<file path="config.mk">
export PLATFORM = sky130hd
export DESIGN_NAME = pipelined_add_sub
export DESIGN_NICKNAME = d
export VERILOG_FILES = /design/src/rtl/pipelined_add_sub.sv
export SDC_FILE = /design/constraint.sdc
export NUM_CORES = 1
export LEC_CHECK = 0
export ABC_CLOCK_PERIOD_IN_PS = 9900
export BUFFER_PORTS_ARGS = -buffer_cell sky130_fd_sc_hd__buf_2
export CELL_PAD_IN_SITES_DETAIL_PLACEMENT = 0
export CELL_PAD_IN_SITES_GLOBAL_PLACEMENT = 1
export CORE_ASPECT_RATIO = 1.5
export CORE_MARGIN = 3
export CORE_UTILIZATION = 32
export DETAILED_ROUTE_END_ITERATION = 16
export PLACE_DENSITY = 0.7
export SLEW_MARGIN = 15
export SYNTH_ARGS = -nofsm -noshare
export SYNTH_HDL_FRONTEND = slang
export SYNTH_SLANG_ARGS = --single-unit
</file>
<file path="constraint.sdc">
create_clock -name clk -period 9.9 [get_ports clk]
set_input_delay 1.98 -clock clk [delete_from_list [all_inputs] [get_ports clk]]
set_output_delay 1.98 -clock clk [all_outputs]
set_load 0.03 [all_outputs]
</file>
<file path="src/rtl/pipelined_add_sub.sv">
// pipelined_add_sub: WIDTH-bit adder/subtractor whose carry chain is cut into
// STAGES equal slices, one slice per register stage, behind a stallable
// valid/ready pipe. WIDTH must be a multiple of STAGES.
module pipelined_add_sub #(
    parameter int WIDTH  = 32,
    parameter int STAGES = 4
) (
    input  logic             clk,
    input  logic             rst,
    input  logic             in_valid,
    output logic             in_ready,
    input  logic             sub,
    input  logic             c0,
    input  logic [WIDTH-1:0] in1,
    input  logic [WIDTH-1:0] in2,
    output logic             out_valid,
    input  logic             out_ready,
    output logic [WIDTH-1:0] sout,
    output logic             cout,
    output logic             overflow,
    output logic             zero
);
    localparam int SW = WIDTH / STAGES;

    logic [STAGES-1:0] r_v;
    logic [STAGES-1:0] w_en;
    logic              w_ovf_nxt;
    logic              w_zero_nxt;
    logic              r_ovf;
    logic              r_zero;

    // Stage k may advance if the consumer takes the head or any stage at or
    // after k is empty, so bubbles collapse while the output is stalled.
    always_comb begin
        w_en = '0;
        for (int k = 0; k < STAGES; k++) begin
            w_en[k] = out_ready | (|(~r_v >> k));
        end
    end

    // Valid bits shift forward wherever the stage is enabled.
    always_ff @(posedge clk or posedge rst) begin
        if (rst) begin
            r_v <= '0;
        end else begin
            if (w_en[0]) r_v[0] <= in_valid;
            for (int k = 1; k < STAGES; k++) begin
                if (w_en[k]) r_v[k] <= r_v[k-1];
            end
        end
    end

    for (genvar k = 0; k < STAGES; k++) begin : gen_stage
        // Operand bits still to be summed at this stage: [WIDTH-1 : k*SW].
        localparam int HW = WIDTH - k * SW;

        logic [HW-1:0]         w_a;
        logic [HW-1:0]         w_b;
        logic                  w_cin;
        logic [SW:0]           w_sum;
        logic [(k+1)*SW-1:0]   w_s_nxt;
        logic [(k+1)*SW-1:0]   r_s;
        logic                  r_c;

        if (k == 0) begin : g_src
            // Subtract is A + ~B + ~borrow_in.
            assign w_a   = in1;
            assign w_b   = sub ? ~in2 : in2;
            assign w_cin = c0 ^ sub;
        end else begin : g_src
            assign w_a   = gen_stage[k-1].g_keep.r_a;
            assign w_b   = gen_stage[k-1].g_keep.r_b;
            assign w_cin = gen_stage[k-1].r_c;
        end

        assign w_sum = {1'b0, w_a[SW-1:0]} + {1'b0, w_b[SW-1:0]} + {{SW{1'b0}}, w_cin};

        if (k == 0) begin : g_acc
            assign w_s_nxt = w_sum[SW-1:0];
        end else begin : g_acc
            assign w_s_nxt = {w_sum[SW-1:0], gen_stage[k-1].r_s};
        end

        // Partial result and slice carry move on when the stage is enabled.
        always_ff @(posedge clk or posedge rst) begin
            if (rst) begin
                r_s <= '0;
                r_c <= 1'b0;
            end else if (w_en[k]) begin
                r_s <= w_s_nxt;
                r_c <= w_sum[SW];
            end
        end

        if (k < STAGES - 1) begin : g_keep
            logic [HW-SW-1:0] r_a;
            logic [HW-SW-1:0] r_b;

            // Only the not-yet-added upper operand slices travel onward.
            always_ff @(posedge clk or posedge rst) begin
                if (rst) begin
                    r_a <= '0;
                    r_b <= '0;
                end else if (w_en[k]) begin
                    r_a <= w_a[HW-1:SW];
                    r_b <= w_b[HW-1:SW];
                end
            end
        end else begin : g_last
            assign w_ovf_nxt  = (w_a[HW-1] == w_b[HW-1]) && (w_sum[SW-1] != w_a[HW-1]);
            assign w_zero_nxt = ~|w_s_nxt;
        end
    end

    // Flags are registered alongside the final slice so they read 0 in reset.
    always_ff @(posedge clk or posedge rst) begin
        if (rst) begin
            r_ovf  <= 1'b0;
            r_zero <= 1'b0;
        end else if (w_en[STAGES-1]) begin
            r_ovf  <= w_ovf_nxt;
            r_zero <= w_zero_nxt;
        end
    end

    assign in_ready  = w_en[0];
    assign out_valid = r_v[STAGES-1];
    assign sout      = gen_stage[STAGES-1].r_s;
    assign cout      = gen_stage[STAGES-1].r_c;
    assign overflow  = r_ovf;
    assign zero      = r_zero;

endmodule

</file>
; ---- Yosys cells after proc, flatten, opt, wreduce, memory -nomap -nowiden
; Cells that the tools add are included.
[word_totals]
wordCells = 44
out_inout_bits = 37
reg_bits = 186
in_bits = 70
[op_classes]
reduce_logical = 6
n_eq_ne = 2
n_bitwise = 7
add_sub_neg = 8
mux = 1
[op_table]
columns = cell, n
row1 = $add A8 B8 Y9, 4
row2 = $add A9 B1 Y9, 4
row3 = $mux W32, 1
row4 = $not A32 Y32, 1
row5 = $reduce_or A32 Y1, 1
row6 = $not A4 Y4, 1
row7 = $or A1 B1 Y1, 4
row8 = $reduce_or A4 Y1, 1
row9 = $reduce_or A3 Y1, 1
row10 = $reduce_or A2 Y1, 1
row11 = $eq A1 B1 Y1, 1
row12 = $logic_and A1 B1 Y1, 1
row13 = $logic_not A1 Y1, 1
row14 = $ne A1 B1 Y1, 1
row15 = $xor A1 B1 Y1, 1

; ---- Longest topological paths before layout
[depth]
depth_word = 4
depth_mapped = 11
depth_no_buf = 10

; ---- Worst setup path after synthesis
; Ideal clock, no wire load.
[synth_path]
kind = input to output
start = input port out_ready
end = output port in_ready
path_stages = 6
path_buffers = 3
slack_ps = 4934
arrival_time_ps = 2986
path_cell_list = nor2b_2 -> and3_1 -> buf_2 -> nand2_1 -> buf_2 -> buf_2
[synth_between]
elab_chain_len = 1
[synth_lines]
columns = element, line_no
row1 = start: declaration, 17  ; input logic out_ready,
row2 = $or A1 B1 Y1, 37  ; w_en[k] = out_ready | (|(~r_v >> k));
row3 = end: declaration, 11  ; output logic in_ready,
; Every way passes these cells.

; ---- Worst setup path after layout
; Same ends and word-level chain as after synthesis.

==> results.py <==
metrics = {
    "worst_hold_path": {
        "hp-class": "reg2reg",
        "hold_start": "sout[11]$_DFFE_PP0P_",
    },
    "cells_and_area": {
        "stdcell_area_um2": 9850,
        "final_nets": 1059,
        "layout-drive-gt1-share_pct": 19.7,
        "syn2layout_area_growth_pct": 16.8,
        "antennaDiodeCount": 0,
    },
    "synth": {
        "synth_seq_area_share_pct": 55.2,
        "yosys_warnings": 0,
        "ys_ff_latch": 186,
        "syn_inst": 860,
        "synth_area_per_cell_um2": 9.81,
        "synth_edf_count": 0,
        "yosys.cell_types.count": 47,
        "synthArstFlopShare_pct": 100,
        "synth_ff_type": "dfrtp_1",
        "syn_area_um2": 8430,
        "syn-num-nets": 966,
    },
    "die": {
        "fp-row-count": 72,
        "start_util_pct": 32.6,
        "die_h_um": 205,
        "die_w_um": 139,
        "top_level_ports": 107,
        "die-area_um2": 28400,
        "core_um2": 25900,
    },
    "power": {
        "swShare_pct": 35.9,
        "p_int_mw": 1.60,
        "ir_drop_v": 0.000126,
        "netSwitchingPower_mw": 0.895,
        "p_seq_share_pct": 44.4,
        "pwr-share-clk_pct": 26.0,
        "p_comb_share_pct": 29.6,
        "power_density_nw_per_um2": 254,
        "leakage_nw": 4.84,
    },
    "timing": {
        "hold_violations": 0,
        "setup_viol": 0,
        "finalClockSkew_ps": 12.8,
        "layout_setup_ws_ps": 4400,
        "setup_tns_ps": 0,
        "slew_viol_final": 0,
        "worst_pin_slew_ps": 1070,
        "clock.fmax_mhz": 182,
        "slew_headroom_pct": 28.4,
        "fin_crit_sh_pct": 55.6,
        "min_period_ps": 5500,
        "rsz0062_at_grt": "false",
    },
    "flow_run": {
        "drv_cap": 0,
    },
    "place": {
        "placed_area_um2": 9290,
        "place_hpwl_um": 12600,
        "place_congestion": 0.749,
        "dp_slack_ps": 4370,
        "port-buffer-count": 106,
    },
    "clock_network": {
        "cts-resized-gates": 0,
        "post_cts_buffers": 0,
        "cts_num_sinks": 186,
        "cts_max_level": 4,
        "clock-root-buffer": "clkbuf_16",
        "cts_buffer_depth": 2,
        "clkTransAtPathRegs_ps": 70,
        "insertion_delay_ps": 430,
        "cts_tree": "yes",
        "numCtsBuffers": 17,
        "hold_buffers": 0,
    },
    "status": {
        "status": "completed",
    },
    "setup_path": {
        "worstSetupPathType": "in2out",
        "r2r_start": "r_v[3]$_DFFE_PP0P_",
        "crit_buf_inv": 4,
        "cp_top_family": "buffers and inverters",
        "crit_slowest_cell": "buf_4",
        "cp.arrival_ps": 3520,
        "cp-start-kind": "input pin",
        "path_cells": "buf_2 -> nor2b_2 -> buf_4 -> and3_1 -> buf_4 -> nand2_4 -> buf_2",
        "crit_fanout": 51,
        "end_kind": "output pin",
        "cp-startpoint": "out_ready",
        "cp.required_ps": 7920,
        "worst_path_largest_cell_delay_ps": 460,
    },
    "route": {
        "drt-vias-per-instance": 4.41,
        "drtAntennaViolNets": 0,
        "drtIter0Drc": 326,
        "first_pass_iters": 4,
        "vias": 5732,
        "drc": 0,
        "routed_wl_um": 17300,
        "detail_route.wl_per_cell_um": 13.3,
    },
    "global_route": {
        "gr-total-overflow": 0,
        "grt_pass1_wl_um": 29100,
        "first_global_vias": 5635,
        "track_usage_pct": 12.6,
        "antenna_found_initial": 0,
        "grt_max_degree": 90,
    },
}
==> stage by stage <==
step	power [mW]	hold slack (ps)	cells	utilization (%)
2_1_floorplan	1.65	433	860	-
3_3_place_gp	1.86	448	1267	35.9
3_5_place_dp	1.88	450	1267	35.9
4_1_cts	2.54	466	1299	38.1
5_1_grt	2.68	483	1299	38.1
6_report	2.50	458	1299	38.1
==> final cells by class <==
class / count / area, um2
Fill cell: 2603 / 16000
Sequential cell: 186 / 4650
Multi-Input combinational cell: 613 / 3540
Timing Repair Buffer: 114 / 591
Clock buffer: 19 / 443
Tap cell: 333 / 417
Clock inverter: 13 / 116
Inverter: 21 / 83.8
==> cells in the final DEF, fill, tap and decap left out, types with 14 or more instances in the layout <==
cell / instances
ha_1: 28
buf_2: 106
o21ai_0: 22
inv_1: 20
xor2_1: 14
xnor2_1: 36
mux2_2: 35
dfrtp_1: 186
nand2_1: 297
a21oi_1: 43
clkbuf_16: 17
nor2_1: 54
==> power by group through the flow <==
stage / Sequential, mW / Clock, mW / Combinational [mW]
after floorplan: 1.21 / 0 / 0.448
after global placement: 1.12 / 0 / 0.741
after detailed placement: 1.13 / 0 / 0.752
after CTS: 1.12 / 0.672 / 0.756
after global routing: 1.14 / 0.700 / 0.839
final: 1.11 / 0.649 / 0.739
==> logic make-up after synthesis <==
kind of cell	after synthesis	share of synthesized area, %
AND/OR/NAND/NOR	391	18.6
flip-flops	186	55.2
AO/OA/AOI/OAI	100	7.17
buffers and inverters	61	2.91
XOR/XNOR	51	5.39
adder cells (fa/ha/maj)	36	6.05
multiplexers	35	4.67
==> flip-flops by register name (all words and copies together) (netlist names) <==
name	cells
overflow	1
sout	32
gen_stage.r_s	48
r_v	4
gen_stage.g_keep.r_a	48
gen_stage.r_c	3
zero	1
cout	1
gen_stage.g_keep.r_b	48
==> worst paths after layout <==
kind / end / slack (ps) / cells past startpoint
max: in_ready / 4400 / 7
min: sout[11]$_DFFE_PP0P_ / 460 / 2
max reg2reg: gen_stage[0].g_keep.r_a[19]$_DFFE_PP0P_ / 7120 / 7
min reg2reg: sout[11]$_DFFE_PP0P_ / 460 / 2
max in group asynchronous: gen_stage[1].g_keep.r_a[1]$_DFFE_PP0P_ / 7030 / 3
min in group asynchronous: gen_stage[2].r_s[16]$_DFFE_PP0P_ / 1640 / 2
==> synth_stat cells, types with 5 or more instances <==
master	count	area, um2
fa_1	8	160
buf_2	13	65.1
a21o_1	5	37.5
inv_1	21	78.8
nor4_1	6	37.5
clkbuf_1	26	97.6
ha_1	28	350
mux2_2	35	394
xnor2_1	36	315
o31ai_1	5	37.5
nor2_1	54	203
a21oi_1	43	215
o21ai_0	22	110
xor2_1	14	123
nor3_1	9	45.0
dfrtp_1	186	4650
nand2_1	298	1120
==> layer usage <==
layer / GRT usage [%] / vias up / wire (um)
met5: 0 / - / 0
met3: 2.36 / 12 / 521
met1: 17.0 / 2649 / 8240
met2: 20.7 / 87 / 8360
li1: - / 2984 / -
met4: 3.71 / 0 / 191
==> worst min-delay path, stage by stage (launching register included) <==
cell	delay, ps
dfrtp_1	340
nand2_1	50
nand2_1	40
(Power assumes the default switching activity.)
